## config.mk

```make
export PLATFORM = sky130hd
export DESIGN_NAME = isa_bus_engine
export DESIGN_NICKNAME = d
export VERILOG_FILES = /design/src/rtl/isa_bus_engine.sv
export SDC_FILE = /design/constraint.sdc
export NUM_CORES = 1
export LEC_CHECK = 0
export CAP_MARGIN = 5
export CORE_UTILIZATION = 46
export DETAILED_ROUTE_END_ITERATION = 6
export HOLD_SLACK_MARGIN = 0.15
export PLACE_DENSITY_LB_ADDON = 0.3
export SLEW_MARGIN = 25
export SYNTH_ARGS = -nofsm -noshare
export SYNTH_HDL_FRONTEND = slang
export SYNTH_SLANG_ARGS = --single-unit
export TNS_END_PERCENT = 100
```

## constraint.sdc

```tcl
create_clock -name clk -period 2.71 [get_ports clk]
set_clock_uncertainty 0.1 [all_clocks]
set_input_delay 0.6775 -clock clk [delete_from_list [all_inputs] [get_ports clk]]
set_output_delay 0.6775 -clock clk [all_outputs]
set_load 0.02 [all_outputs]
```

## src/rtl/isa_bus_engine.sv

```systemverilog
// ISA bus master: host I/O read/write cycles and device-to-host DMA cycles
// sharing one SETUP/CMD/HOLD/DONE strobe sequencer, plus IRQ/DRQ synchronisers.
module isa_bus_engine #(
    parameter int DATA_W     = 16,
    parameter int ADDR_W     = 16,
    parameter int NUM_DMA    = 4,
    parameter int NUM_IRQ    = 4,
    parameter int SETUP_CYC  = 2,
    parameter int CMD_CYC    = 4,
    parameter int HOLD_CYC   = 1,
    parameter int CLK_DIV    = 4,
    parameter int RESET_HOLD = 16
) (
    input  logic               clk,
    input  logic               reset,
    input  logic [ADDR_W-1:0]  avs_address,
    input  logic               avs_read,
    input  logic               avs_write,
    input  logic [DATA_W-1:0]  avs_writedata,
    output logic [DATA_W-1:0]  avs_readdata,
    output logic               avs_waitrequest,
    output logic [ADDR_W-1:0]  isa_address,
    output logic               isa_aen,
    output logic [DATA_W-1:0]  isa_data_out,
    input  logic [DATA_W-1:0]  isa_data_in,
    output logic               isa_data_oe,
    output logic               isa_ior_n,
    output logic               isa_iow_n,
    output logic               isa_clk,
    output logic               isa_reset,
    input  logic [NUM_DMA-1:0] isa_drq,
    output logic [NUM_DMA-1:0] isa_dack_n,
    input  logic [NUM_IRQ-1:0] isa_irq,
    output logic [NUM_IRQ-1:0] irq_out,
    output logic               dma_valid,
    input  logic               dma_ready,
    output logic [DATA_W-1:0]  dma_data,
    output logic [2:0]         dma_channel,
    output logic [3:0]         state_out
);

    typedef enum logic [3:0] {
        IDLE    = 4'd0,
        RSTHOLD = 4'd1,
        SETUP   = 4'd2,
        CMD     = 4'd3,
        HOLD    = 4'd4,
        DONE    = 4'd5
    } state_t;

    localparam int CNT_W = 16;
    localparam logic [CNT_W-1:0] RH_LAST    = CNT_W'(RESET_HOLD - 1);
    localparam logic [CNT_W-1:0] SETUP_LAST = CNT_W'(SETUP_CYC - 1);
    localparam logic [CNT_W-1:0] CMD_LAST   = CNT_W'(CMD_CYC - 1);
    localparam logic [CNT_W-1:0] HOLD_LAST  = CNT_W'(HOLD_CYC - 1);
    localparam logic [CNT_W-1:0] DIV_LAST   = CNT_W'(CLK_DIV - 1);

    state_t             state, state_nxt;
    logic [CNT_W-1:0]   cnt, div_cnt;
    logic [NUM_DMA-1:0] drq_s1, drq_s2;
    logic [NUM_IRQ-1:0] irq_s1, irq_s2;
    logic               is_dma, is_read, isa_clk_q;
    logic [2:0]         ch_q, grant_ch;
    logic [ADDR_W-1:0]  addr_q;
    logic [DATA_W-1:0]  wdata_q, cap_q;
    logic               grant_dma, grant_host, busy;

    always_comb begin
        state_nxt  = state;
        grant_dma  = 1'b0;
        grant_host = 1'b0;
        grant_ch   = '0;
        // Descending scan so the lowest requesting channel is the one left standing
        for (int i = NUM_DMA - 1; i >= 0; i--)
            if (drq_s2[i]) grant_ch = 3'(i);
        case (state)
            RSTHOLD: if (cnt == RH_LAST) state_nxt = IDLE;
            IDLE: begin
                if (|drq_s2) begin
                    grant_dma = 1'b1;
                    state_nxt = SETUP;
                end else if (avs_read || avs_write) begin
                    grant_host = 1'b1;
                    state_nxt  = SETUP;
                end
            end
            SETUP:   if (cnt == SETUP_LAST) state_nxt = CMD;
            CMD:     if (cnt == CMD_LAST)   state_nxt = HOLD;
            HOLD:    if (cnt == HOLD_LAST)  state_nxt = DONE;
            DONE:    if (!is_dma || dma_ready) state_nxt = IDLE;
            default: state_nxt = RSTHOLD;
        endcase
    end

    always_ff @(posedge clk) begin
        if (reset) begin
            state     <= RSTHOLD;
            cnt       <= '0;
            drq_s1    <= '0;
            drq_s2    <= '0;
            irq_s1    <= '0;
            irq_s2    <= '0;
            is_dma    <= 1'b0;
            is_read   <= 1'b0;
            ch_q      <= '0;
            addr_q    <= '0;
            wdata_q   <= '0;
            cap_q     <= '0;
            div_cnt   <= '0;
            isa_clk_q <= 1'b0;
        end else begin
            state  <= state_nxt;
            cnt    <= (state_nxt != state) ? '0 : cnt + 1'b1;
            drq_s1 <= isa_drq;
            drq_s2 <= drq_s1;
            irq_s1 <= isa_irq;
            irq_s2 <= irq_s1;
            // DMA cycles are device-to-host, so they reuse the read strobe/capture path
            if (grant_dma) begin
                is_dma  <= 1'b1;
                is_read <= 1'b1;
                ch_q    <= grant_ch;
                addr_q  <= '0;
            end else if (grant_host) begin
                is_dma  <= 1'b0;
                is_read <= avs_read;
                ch_q    <= '0;
                addr_q  <= avs_address;
                wdata_q <= avs_writedata;
            end
            if (state == CMD && cnt == CMD_LAST && is_read)
                cap_q <= isa_data_in;
            if (div_cnt == DIV_LAST) begin
                div_cnt   <= '0;
                isa_clk_q <= ~isa_clk_q;
            end else begin
                div_cnt <= div_cnt + 1'b1;
            end
        end
    end

    assign busy            = (state == SETUP) || (state == CMD) || (state == HOLD) || (state == DONE);
    assign isa_address     = (busy && !is_dma) ? addr_q : '0;
    assign isa_aen         = busy && is_dma;
    assign isa_dack_n      = (busy && is_dma) ? ~(NUM_DMA'(1) << ch_q) : '1;
    assign isa_ior_n       = !(state == CMD && is_read);
    assign isa_iow_n       = !(state == CMD && !is_read);
    assign isa_data_oe     = !is_read && ((state == SETUP) || (state == CMD) || (state == HOLD));
    assign isa_data_out    = wdata_q;
    assign avs_waitrequest = !(state == DONE && !is_dma);
    assign avs_readdata    = cap_q;
    assign dma_valid       = (state == DONE) && is_dma;
    assign dma_data        = cap_q;
    assign dma_channel     = ch_q;
    assign irq_out         = irq_s2;
    assign isa_clk         = isa_clk_q;
    assign isa_reset       = (state == RSTHOLD);
    assign state_out       = state;

endmodule

```

**Word level (Yosys, flattened, before mapping)**

Cells that the tools add are included.

- Bits in registers: 106
- Output and inout bits: 87
- Word-level logic and storage cells: 82

- $add $sub $neg: 2
- Equal/unequal tests: 10
- Shift operators: 1
- Muxes and demuxes: 25
- Bitwise logic cells: 3
- Reduce and logical (&&, ||, !) cells: 27

Operators with widths:

| kind | count |
|---|---|
| 16-bit by 1-bit adder with 16-bit output, second input constant | 2 |
| 16-bit by 2-bit == test with 1-bit output, second input constant | 2 |
| 4-bit two-way mux | 8 |
| 4-bit case mux with 6 select lines | 1 |
| 16-bit by 1-bit == test with 1-bit output, second input constant | 1 |
| 16-bit by 4-bit == test with 1-bit output, second input constant | 1 |
| 16-bit logical NOT | 1 |
| 16-bit two-way mux | 1 |
| 3-bit two-way mux | 5 |
| 1-bit logical AND | 9 |
| 1-bit two-way mux | 9 |
| 4-bit by 2-bit == test with 1-bit output, second input constant | 2 |
| 4-bit by 3-bit == test with 1-bit output, second input constant | 2 |
| 2-bit OR reduction | 3 |
| 1-bit logical NOT | 5 |
| 1-bit logical OR | 5 |
| 4-bit by 1-bit == test with 1-bit output, second input constant | 1 |
| 4-bit logical NOT | 1 |
| 4-bit != test | 1 |
| 4-bit NOT | 1 |
| 4-bit OR reduction | 1 |
| 1-bit by 3-bit left shift with 4-bit output, first input constant | 1 |
| 2-bit two-way mux | 1 |
| 1-bit NOT | 2 |
| other kinds (2) | 2 |

**Logic depth before layout (Yosys ltp)**

- Depth after elaboration: 6
- Depth in mapped cells: 8

**Worst setup path before layout**

Ideal clock, no wire load.

- Path kind: register -> output
- Start: register state[2] (netlist: state_out[2])
- End: output isa_dack_n[0]
- Data arrival time: 1.933 ns
- Setup slack: 0.000 ns
- Stages on the path, launching flop included: 6
- Buffers on the path: 1
- Cells stage by stage: dfxtp_1 clkbuf_1 nand2b_1 and2_1 nor3b_2 or3b_1

- Word-level cells in the longest chain between the ends: 6
- Elaborated cells on any way between the ends: 9
- Classes of those cells: eq/ne (4); mux (1); reduce/logical (4)

RTL lines:

| item | RTL line | text |
|---|---|---|
| start: declaration | 58 | `state_t state, state_nxt;` |
| start signal: assignment | 112 | `state <= state_nxt;` |
| 4-bit by 2-bit == test with 1-bit output | 142 | `assign busy = (state == SETUP) \|\| (state == CMD) \|\| (state == HOLD) \|\| (state == DONE);` |
| 1-bit logical OR (2 in series) | 142 |  |
| 1-bit logical OR (*) | 142 |  |
| 1-bit logical AND (*) | -- |  |
| net isa_aen | 23 | `output logic isa_aen,` |
| 4-bit two-way mux (*) | 145 | `assign isa_dack_n = (busy && is_dma) ? ~(NUM_DMA'(1) << ch_q) : '1;` |
| end: declaration | 32 | `output logic [NUM_DMA-1:0] isa_dack_n,` |

The timed path passes the listed nets; every way through them passes the cells marked *.

**Worst setup path after layout**

- Start: register state[2] (netlist: state_out[2])
- End: output isa_iow_n

- Word-level cells in the longest chain between the ends: 3

RTL lines:

| item | RTL line | text |
|---|---|---|
| 4-bit by 2-bit == test with 1-bit output | 147 | `assign isa_iow_n = !(state == CMD && !is_read);` |
| 1-bit logical AND | 147 |  |
| 1-bit logical NOT | 147 |  |
| end: declaration | 28 | `output logic isa_iow_n,` |

No other way between the ends.

==> flow_metrics.env <==
export IMPL_status="complete, no violations"
export IMPL_clock_sinks=105
export IMPL_worst_slew_pin_slew_ns=0.6436
export IMPL_drc=0
export IMPL_diodes=0
export IMPL_worstPathArrival_ns=1.87
export IMPL_max_freq_mhz=378.0
export IMPL_portBuffers=146
export IMPL_dr_pass1_iters=4
export IMPL_synth_area_leader_cell="dfxtp_1"
export IMPL_synthArstFlopShare_pct=0
export IMPL_die_h_um=101.5
export IMPL_fin_area_mm2=0.006130
export IMPL_gp_congestion=0.8356
export IMPL_crit_required_ns=1.93
export IMPL_pwr_share_seq_pct=59.0
export IMPL_via_count=4166
export IMPL_hold_worst_slack_ns=0.3394
export IMPL_synth_most_common_cell="dfxtp_1"
export IMPL_ys_types=46
export IMPL_htree_levels=3
export IMPL_path_class="reg2out"
export IMPL_start_util_pct=48.39
export IMPL_num_rows=35
export IMPL_cts_buffers_inserted=9
export IMPL_fillCellCount=793
export IMPL_boundaryPins=148
export IMPL_synth_mux_area_share_pct=0
export IMPL_grt_max_degree=34
export IMPL_nets=726
export IMPL_synth_area_leaders="dfxtp_1, nand2_1, a21oi_1"
export IMPL_wl_per_cell_um=14.53
export IMPL_grt_util_met3_pct=6.556
export IMPL_synthSimpleGateAreaFrac_pct=28.32
export IMPL_cp_max_fo=5
export IMPL_power_switching_share_pct=24.41
export IMPL_synthAdderAreaFrac_pct=1.099
export IMPL_internal_power_w=0.002048
export IMPL_gr_max_usage_layer="met2"
export IMPL_syn_area_per_cell_um2=8.468
export IMPL_die_area_mm2=0.01031
export IMPL_drive_above_1_share_pct=9.309
export IMPL_setup_viol=0
export IMPL_clk_latency_ns=0.36
export IMPL_synth_flop_cell="dfxtp_1"
export IMPL_slew_headroom_pct=56.70
export IMPL_grtUsageTotal_pct=21.94
export IMPL_viasPerCell=5.240
export IMPL_report_final_hold_viol_count=0
export IMPL_synth_compound_area_share_pct=12.33
export IMPL_grt_overflow=0
export IMPL_clock_power_share_pct=32.0
export IMPL_cts_tree="yes"
export IMPL_synthCells=538
export IMPL_synth_top_family_by_area="simple AND/OR/NAND/NOR gates"
export IMPL_p_leak_nw=2.138
export IMPL_area_delta_synth_final_pct=34.55
export IMPL_power_density_mw_per_mm2=441.9
export IMPL_synth_edf_count=0
export IMPL_switching_power_w=0.0006610
export IMPL_postCtsHoldBufs=0
export IMPL_post_route_period_util_pct=97.62
export IMPL_ant_nets=0
export IMPL_clk_pin_slew_ns=0.10
export IMPL_grt_pass1_vias=3854
export IMPL_min_period_ns=2.646
export IMPL_yosys_warnings=0
export IMPL_syn_area_mm2=0.004556
export IMPL_synth_xor_area_share_pct=4.614
export IMPL_ys_top_cells_by_count="dfxtp_1, nand2_1, a21oi_1"
export IMPL_grtUsageMet1_pct=25.49
export IMPL_hold_path_class="reg2reg"
export IMPL_drt_iter0_drc=213
export IMPL_core_area_mm2=0.009415
export IMPL_ir_drop_mv=0.4019
export IMPL_combPwrFrac_pct=9.0
export IMPL_cp_start_kind="flop"
export IMPL_placed_area_mm2=0.006010
export IMPL_chipWidth_um=101.5
export IMPL_slew_violations=0
export IMPL_end_kind="output pin"
export IMPL_netlist_area_leader_share_pct=46.14
export IMPL_root_buffer="clkbuf_8"
export IMPL_synth_seq_cells=105
export IMPL_maxCapViolCount=0
export IMPL_use_met2_pct=38.31
export IMPL_dp_hpwl_um=8329
export IMPL_grt_pass1_wl_um=17910
export IMPL_synth_seq_area_share_pct=46.14
export IMPL_finalWirelength_um=11550
export IMPL_clk_path_buf_depth=2
export IMPL_antenna_found_initial=0
-- worst max-delay path: stages, from the launching register on --
cell and delay (ns):
dfxtp_1 0.39, buf_4 0.15, and4bb_2 0.27, nand2b_1 0.07, clkdlybuf4s50_1 0.62
-- metal layers --
layer,share of wire [%],vias up
met3,6.0,24
li1,-,2068
met1,43,1935
met4,2.4,0
met5,0,-
met2,49,139
-- what timing repair did --
action                     in CTS  in global routing
setup endpoints to repair      26                 21
cloned                          0                  1
buffers inserted                0                  0
pin swaps                       0                  1
gates resized for setup        54                 30
-- sequential cells by signal, indices dropped and copies added, names as in the netlist --
name and count:
addr_q 16, avs_readdata 16, cnt 16, div_cnt 16, dma_channel 2, drq_s1 4, drq_s2 4, irq_out 4
irq_s1 4, is_dma 1, is_read 1, isa_clk 1, isa_data_out 16, state_out 4
-- cells in the final DEF, fill, tap and decap left out, types with 5 or more instances in the layout --
cell | netlist | final
clkdlybuf4s50_1 | 0 | 119
nand4_1 | 31 | 31
clkbuf_2 | 0 | 7
dfxtp_1 | 105 | 104
or4_1 | 5 | 5
dlygate4sd2_1 | 0 | 5
and2_1 | 20 | 19
nor2_1 | 31 | 31
xnor2_1 | 10 | 10
nand2b_1 | 6 | 6
o21ai_0 | 19 | 19
nor4_1 | 12 | 12
nor3_1 | 8 | 7
xor2_1 | 14 | 14
and3_1 | 5 | 5
a21oi_1 | 59 | 59
buf_4 | 19 | 16
buf_2 | 12 | 10
nand3_1 | 10 | 10
nand2_1 | 81 | 81
nor2b_1 | 20 | 20
clkbuf_8 | 0 | 9
inv_1 | 8 | 8
-- path summary, 6_finish.rpt --
check	from	end	slack, ns	cells past startpoint
max	state_out[2]	isa_iow_n	0.06	4
min	irq_s1[2]	irq_out[2]	0.34	1
max reg2reg	cnt[9]	avs_readdata[11]	0.33	4
min reg2reg	irq_s1[2]	irq_out[2]	0.34	1
-- metrics by stage --
stage	TNS (ns)	util, %	cells	power [W]	worst slack [ns]
floorplan	0	-	539	0.001737	0.08398
global placement	0	63.83	778	0.001870	0.1181
detailed placement	0	63.83	778	0.001876	0.08470
CTS	0	65.70	794	0.002739	0.0001112
global route	-0.001559	65.10	795	0.002828	-0.001559
finish	0	65.10	795	0.002709	0.06450
-- cell families after synthesis --
logic type	after synthesis
xor gates and xnor gates	24
DFF	105
buffers and inverters	61
and+or+nand+nor	247
adders and majority gates	4
other	1
AOI/OAI and AO/OA	96
-- power by group through the flow --
stage | Clock, W | Sequential (W) | Combinational (W)
finish | 0.000867 | 0.00160 | 0.000244
global route | 0.000961 | 0.00160 | 0.000265
detailed placement | 0 | 0.00163 | 0.000244
global placement | 0 | 0.00163 | 0.000240
CTS | 0.000899 | 0.00160 | 0.000244
floorplan | 0 | 0.00164 | 0.000101
-- cell type report --
| class | count | area [um2] | share of cell area (%) |
|---|---|---|---|
| Clock buffer | 11 | 131.4 | 2.143 |
| Multi-Input combinational cell | 373 | 2146 | 35.01 |
| Sequential cell | 105 | 2103 | 34.31 |
| Timing Repair Buffer | 164 | 1518 | 24.76 |
| Clock inverter | 5 | 40.04 | 0.6532 |
| Tap cell | 129 | 161.4 | 2.633 |
| Inverter | 8 | 30.03 | 0.4899 |
(Power assumes the default switching activity.)
